==> config.mk <==
export PLATFORM = sky130hd
export DESIGN_NAME = lighthouse_pulse_decoder
export DESIGN_NICKNAME = d
export VERILOG_FILES = /design/src/rtl/lighthouse_pulse_decoder.sv
export SDC_FILE = /design/constraint.sdc
export NUM_CORES = 1
export LEC_CHECK = 0
export ABC_AREA = 1
export BUFFER_PORTS_ARGS = -buffer_cell sky130_fd_sc_hd__buf_2
export CORE_ASPECT_RATIO = 1.1
export CORE_MARGIN = 2
export CORE_UTILIZATION = 50
export DETAILED_ROUTE_END_ITERATION = 8
export GPL_ROUTABILITY_DRIVEN = 0
export PLACE_DENSITY = 0.75
export SETUP_SLACK_MARGIN = 0.05
export SYNTH_ARGS = -nofsm -noshare
export SYNTH_HDL_FRONTEND = slang
export SYNTH_SLANG_ARGS = --single-unit
==> constraint.sdc <==
create_clock -name clk -period 3.9 [get_ports clk]
set_input_delay 0.195 -clock clk [delete_from_list [all_inputs] [get_ports clk]]
set_output_delay 0.195 -clock clk [all_outputs]
set_load 0.1 [all_outputs]
==> src/rtl/lighthouse_pulse_decoder.sv <==
// Lighthouse envelope decoder: measures active-low E pulses from the TS4231 and
// classifies them as sync (3-bit OOTX code), sweep or glitch, timestamping sweeps.
module lighthouse_pulse_decoder #(
    parameter int unsigned CLK_FREQ_HZ      = 48_000_000,
    parameter int unsigned TS_W             = 20,
    parameter int unsigned MIN_PULSE_CLK    = CLK_FREQ_HZ / 2_000_000,
    parameter int unsigned SYNC_LO_CLK      = 2750,
    parameter int unsigned SYNC_STEP_CLK    = 500,
    parameter int unsigned PAIR_GAP_CLK     = CLK_FREQ_HZ / 2500,
    parameter int unsigned LOCK_TIMEOUT_CLK = CLK_FREQ_HZ / 50
) (
    input  logic            clk,
    input  logic            reset,
    input  logic            cfg_done,
    input  logic            e_in,
    output logic            sync_valid,
    output logic [2:0]      sync_code,
    output logic            sync_slot,
    output logic            sweep_valid,
    output logic [TS_W-1:0] sweep_time,
    output logic            sweep_axis,
    output logic            sweep_lh,
    output logic [15:0]     sweep_width,
    output logic            locked,
    output logic            err_pulse
);

    localparam int unsigned LT_W = $clog2(LOCK_TIMEOUT_CLK + 1);

    typedef enum logic [1:0] {IDLE, WAIT_FALL, IN_PULSE, CLASSIFY} state_t;

    state_t            state_q;
    logic              e_s1_q, e_s2_q, e_prev_q;
    logic [TS_W-1:0]   ts_q, pulse_start_q, sync_start_q, last_sync_end_q;
    logic [15:0]       width_q;
    logic              prev_slot_q, ref_axis_q, ref_lh_q;
    logic [LT_W-1:0]   lock_tmr_q;

    logic              sync_valid_q, sync_slot_q, sweep_valid_q, sweep_axis_q;
    logic              sweep_lh_q, locked_q, err_pulse_q;
    logic [2:0]        sync_code_q;
    logic [TS_W-1:0]   sweep_time_q;
    logic [15:0]       sweep_width_q;

    logic [31:0]       w32;
    logic [2:0]        code_d;
    logic [TS_W-1:0]   gap_d, sweep_time_d;
    logic              slot_d, is_glitch, is_sweep, is_err;

    always_comb begin
        w32    = {16'h0000, width_q};
        code_d = '0;
        // Code is the number of step thresholds crossed: seven compares, no divider.
        for (int unsigned k = 1; k < 8; k++) begin
            if (w32 >= SYNC_LO_CLK + k * SYNC_STEP_CLK) code_d = code_d + 3'd1;
        end
        is_glitch    = w32 < MIN_PULSE_CLK;
        is_sweep     = !is_glitch && (w32 < SYNC_LO_CLK);
        is_err       = (w32 >= SYNC_LO_CLK + 8 * SYNC_STEP_CLK) || (width_q == 16'hFFFF);
        gap_d        = pulse_start_q - last_sync_end_q;
        slot_d       = (32'(gap_d) < PAIR_GAP_CLK) && !prev_slot_q;
        sweep_time_d = pulse_start_q + TS_W'(width_q >> 1) - sync_start_q;
    end

    always_ff @(posedge clk) begin
        if (!reset) begin
            state_q         <= IDLE;
            e_s1_q          <= 1'b1;
            e_s2_q          <= 1'b1;
            e_prev_q        <= 1'b1;
            ts_q            <= '0;
            pulse_start_q   <= '0;
            sync_start_q    <= '0;
            last_sync_end_q <= '0;
            width_q         <= '0;
            prev_slot_q     <= 1'b1;
            ref_axis_q      <= 1'b0;
            ref_lh_q        <= 1'b0;
            lock_tmr_q      <= '0;
            sync_valid_q    <= 1'b0;
            sync_code_q     <= '0;
            sync_slot_q     <= 1'b0;
            sweep_valid_q   <= 1'b0;
            sweep_time_q    <= '0;
            sweep_axis_q    <= 1'b0;
            sweep_lh_q      <= 1'b0;
            sweep_width_q   <= '0;
            locked_q        <= 1'b0;
            err_pulse_q     <= 1'b0;
        end else begin
            e_s1_q        <= e_in;
            e_s2_q        <= e_s1_q;
            e_prev_q      <= e_s2_q;
            ts_q          <= ts_q + TS_W'(1);
            sync_valid_q  <= 1'b0;
            sweep_valid_q <= 1'b0;
            err_pulse_q   <= 1'b0;

            if (lock_tmr_q != LT_W'(LOCK_TIMEOUT_CLK)) lock_tmr_q <= lock_tmr_q + LT_W'(1);
            else                                       locked_q   <= 1'b0;

            if (!cfg_done) begin
                // Pairing history is meaningless after a configuration drop.
                state_q     <= IDLE;
                locked_q    <= 1'b0;
                prev_slot_q <= 1'b1;
            end else begin
                unique case (state_q)
                    IDLE: if (e_s2_q) state_q <= WAIT_FALL;
                    WAIT_FALL: begin
                        if (e_prev_q && !e_s2_q) begin
                            pulse_start_q <= ts_q;
                            width_q       <= 16'd1;
                            state_q       <= IN_PULSE;
                        end
                    end
                    IN_PULSE: begin
                        if (!e_prev_q && e_s2_q)     state_q <= CLASSIFY;
                        else if (width_q != 16'hFFFF) width_q <= width_q + 16'd1;
                    end
                    CLASSIFY: begin
                        state_q <= WAIT_FALL;
                        if (is_err) begin
                            err_pulse_q <= 1'b1;
                        end else if (!is_glitch && !is_sweep) begin
                            sync_valid_q    <= 1'b1;
                            sync_code_q     <= code_d;
                            sync_slot_q     <= slot_d;
                            prev_slot_q     <= slot_d;
                            last_sync_end_q <= ts_q;
                            if (!code_d[2]) begin
                                sync_start_q <= pulse_start_q;
                                ref_axis_q   <= code_d[0];
                                ref_lh_q     <= slot_d;
                                locked_q     <= 1'b1;
                                lock_tmr_q   <= '0;
                            end
                        end else if (is_sweep && locked_q) begin
                            sweep_valid_q <= 1'b1;
                            sweep_time_q  <= sweep_time_d;
                            sweep_axis_q  <= ref_axis_q;
                            sweep_lh_q    <= ref_lh_q;
                            sweep_width_q <= width_q;
                        end
                    end
                    default: state_q <= IDLE;
                endcase
            end
        end
    end

    assign sync_valid  = sync_valid_q;
    assign sync_code   = sync_code_q;
    assign sync_slot   = sync_slot_q;
    assign sweep_valid = sweep_valid_q;
    assign sweep_time  = sweep_time_q;
    assign sweep_axis  = sweep_axis_q;
    assign sweep_lh    = sweep_lh_q;
    assign sweep_width = sweep_width_q;
    assign locked      = locked_q;
    assign err_pulse   = err_pulse_q;

endmodule
==> results.md <==
- RSZ-0062 raised after global routing: yes
- Power per standard cell area: 332 nW/um2
- Hold WS: 0.193 ns
- Mapped cell area: 10000 um2
- Synthesis-to-finish area growth: 17.7%
- Top cell by count, worst path: nand2_2
- Status: complete, but fails checks
- DP Area: 10800 um2
- CP max stage cell: dfxtp_2
- DRC Markers: 0
- Worst path max stage delay: roughly 0.34 ns
- Count of input and output buffers: 49
- #FFs+latches synth: 170
- Design area: 11800 um2
- Failing checks: negative setup slack
- Crit Path Class: reg -> reg
- Vias in the first global route: 9077
- Hold crit path type: in -> reg
- Crit. End Element: flip-flop
- CTS tree: built
- DRT Pass-1 Iters: 5
- Clk root buf: clkbuf_16
- H-tree levels: 4
- Synth unique cells: 52
- Syn Nets: 1510
- Antenna Diode Count: 0
- Post-synth top flop: dfxtp_1
- Relative slew slack: 37.8%
- Final Slew Violations: 0
- WL final: between 20000 and 30000 um
- Die area: ~21000 um2
- Global route total overflow: 0
- Core area: 19700 um2
- Worst path bufs/invs: 6
- FMAX: 244 MHz
- Max-Cap Viols: 0
- Worst Path Arrival: around 4.4 ns
- # IOs: 50
- Via count: 9495
- Vias per cell: 5.33
- Top delay family on crit path: simple AND/OR/NAND/NOR gates
- Post-layout min period: about 4.1 ns
- Number of synthesized flops with an enable pin: 0
- Clock sinks: 170
- CP required: 4.23 ns
- Routed length per instance: between 10 and 15 um
- Clock latency on the worst-skew pair: 0.43 ns
- GRT Overall Usage: 24.5%
- Tcrit/Tclk final: 105%
- VDD IR max: approximately 0.0003 V
- Synth warn: 0
- First-pass GRT wire length: 43000 um
- Net count reported at finish: 1592
- Hold Vio Cnt, Final: 0
- Seq/Total Area, Yosys: 34.0%
- Setup violations, final: 44
- Largest net degree at the start of global routing: 73
- Clk buf depth: 2
- Fraction of registers with async set/reset: 0%
- Pre-CTS setup slack: -0.159 ns
- Leak Pwr: 5.57 nW
- FP Rows: 54
- Critical Path Source Type: flip-flop
- Die Y: between 150 and 200 um
- Routed Antenna Nets: 0
- Synthesized area per cell: ~7.0 um2
- Fraction of layout cells with a size suffix above 1: between 10% and 20%
- Least-Margin Pin Slew: 0.932 ns
- Clock Skew: 0.00889 ns
- TritonCTS Buffers: 17
- Initial antenna violation count: 0
- Crit Path Max Fanout: 4
- Cells after Synth: roughly 1400
- Detailed Place HPWL: ~19000 um
- Initial Util: 50.7%
- DR iter-0 viols: between 800 and 900
- Horiz. Die Dim: between 100 and 150 um
- Final Worst Setup Slack: -0.196 ns
- Clk pin slew, worst setup/hold paths: ~0.070 ns
==> kinds of logic (layout without fill, tap and decap cells) <==
group,after synthesis,in the layout,share of synthesized area [%]
AND/OR/NAND/NOR,616,616,27.3
AO/OA/AOI/OAI,288,288,15.3
buffers and inverters,247,342,9.74
flip-flops,170,170,34.0
adder cells (fa/ha/maj),73,73,10.3
XOR/XNOR,39,39,3.42
==> cells in the mapped netlist, types with 3 or more instances <==
cell type,count,area [um2]
nand2_2,6,37.5
nand3b_1,9,67.6
a31oi_1,6,37.5
clkbuf_1,19,71.3
ha_1,58,726
nand4_1,14,87.6
buf_2,7,35.0
xor2_1,22,193
a211oi_1,3,22.5
a21oi_1,139,696
dfxtp_1,170,3400
or2_2,4,25.0
o21a_1,4,30.0
xnor2_1,17,149
inv_1,194,728
nor2_1,122,458
nand3_1,105,526
nor3_1,19,95.1
fa_1,15,300
o21ai_1,3,15.0
a21oi_2,3,26.3
buf_4,5,37.5
nand2_1,290,1090
nor2_2,26,163
buf_1,5,18.8
o21ai_0,112,561
nor4_1,7,43.8
o21bai_1,5,37.5
inv_2,14,52.6
==> worst paths after layout <==
| path | start | end | slack (ns) | cells past startpoint |
|---|---|---|---|---|
| worst min-delay path | cfg_done | err_pulse | 0.19 | 3 |
| worst max register to register | width_q[0] | lock_tmr_q[3] | -0.20 | 31 |
| worst max-delay path | width_q[0] | lock_tmr_q[3] | -0.20 | 31 |
| worst min register to register | e_s1_q | e_s2_q | 0.42 | 1 |
==> placed cells by master (no fill, tap or decap), types with 27 or more instances in the layout <==
cell type	n
a21oi_1	138
inv_1	188
o21ai_0	111
nor2_2	27
ha_1	54
buf_2	48
nand2_1	280
nand3_1	94
dfxtp_1	166
buf_4	41
nor2_1	118
==> through the flow <==
step	instances	setup TNS [ns]	power (mW)	utilization, %
global placement	1737	-1.34	2.11	54.7
floorplan	1433	0	2.04	-
global route	1780	-15.75	4.04	59.6
CTS	1779	-5.04	3.92	59.0
finish	1780	-7.74	3.91	59.6
detailed placement	1737	-6.03	2.11	54.7
==> worst register-to-register path: cells and delay by family (launching register included) <==
family / cells / cell delay (ns)
AOI/OAI and AO/OA: 2 / 0.42
adders and majority gates: 5 / 1.10
buffers and inverters: 6 / 0.55
DFF: 1 / 0.34
and+or+nand+nor: 18 / 1.59
==> power breakdown <==
group / internal [mW] / switching, mW
clock: 1.04 / 0.761
sequential: 1.75 / 0.0139
combinational: 0.126 / 0.213
total: 2.92 / 0.988
==> what timing repair did <==
item / 4_1_cts / 5_1_grt
pin swaps: 19 / 13
hold buffers: 1 / 0
cloned: 3 / 1
buffers inserted: 6 / 0
endpoints found under the hold margin: 1 / 0
setup endpoints to repair: 44 / 44
resized for setup: 22 / 23
==> layer usage <==
layer,wire length (um),vias to the layer above,GRT usage (%),part of all wire [%]
li1,-,4824,-,-
met1,11400,4363,31.1,44
met2,12600,260,42.4,49
met3,1240,48,4.27,4.8
met4,602,0,7.79,2.3
met5,0,-,0,0
==> sequential cells by signal, summed over array words and instances, names as in the netlist, 2 cells and up <==
name             cells
sweep_time          20
width_q             16
sync_code            3
pulse_start_q       20
last_sync_end_q     20
state_q              2
ts_q                20
lock_tmr_q          20
sync_start_q        20
sweep_width         16
==> final cells by class <==
type,instances,area [um2]
tap,252,315
timing repair buffer,101,779
sequential,170,3410
clock inverter,13,183
clock buffer,19,443
multi-input combinational,1016,5850
inverter,209,787
fill,1749,7970
Power figures use the tool's default switching activity.
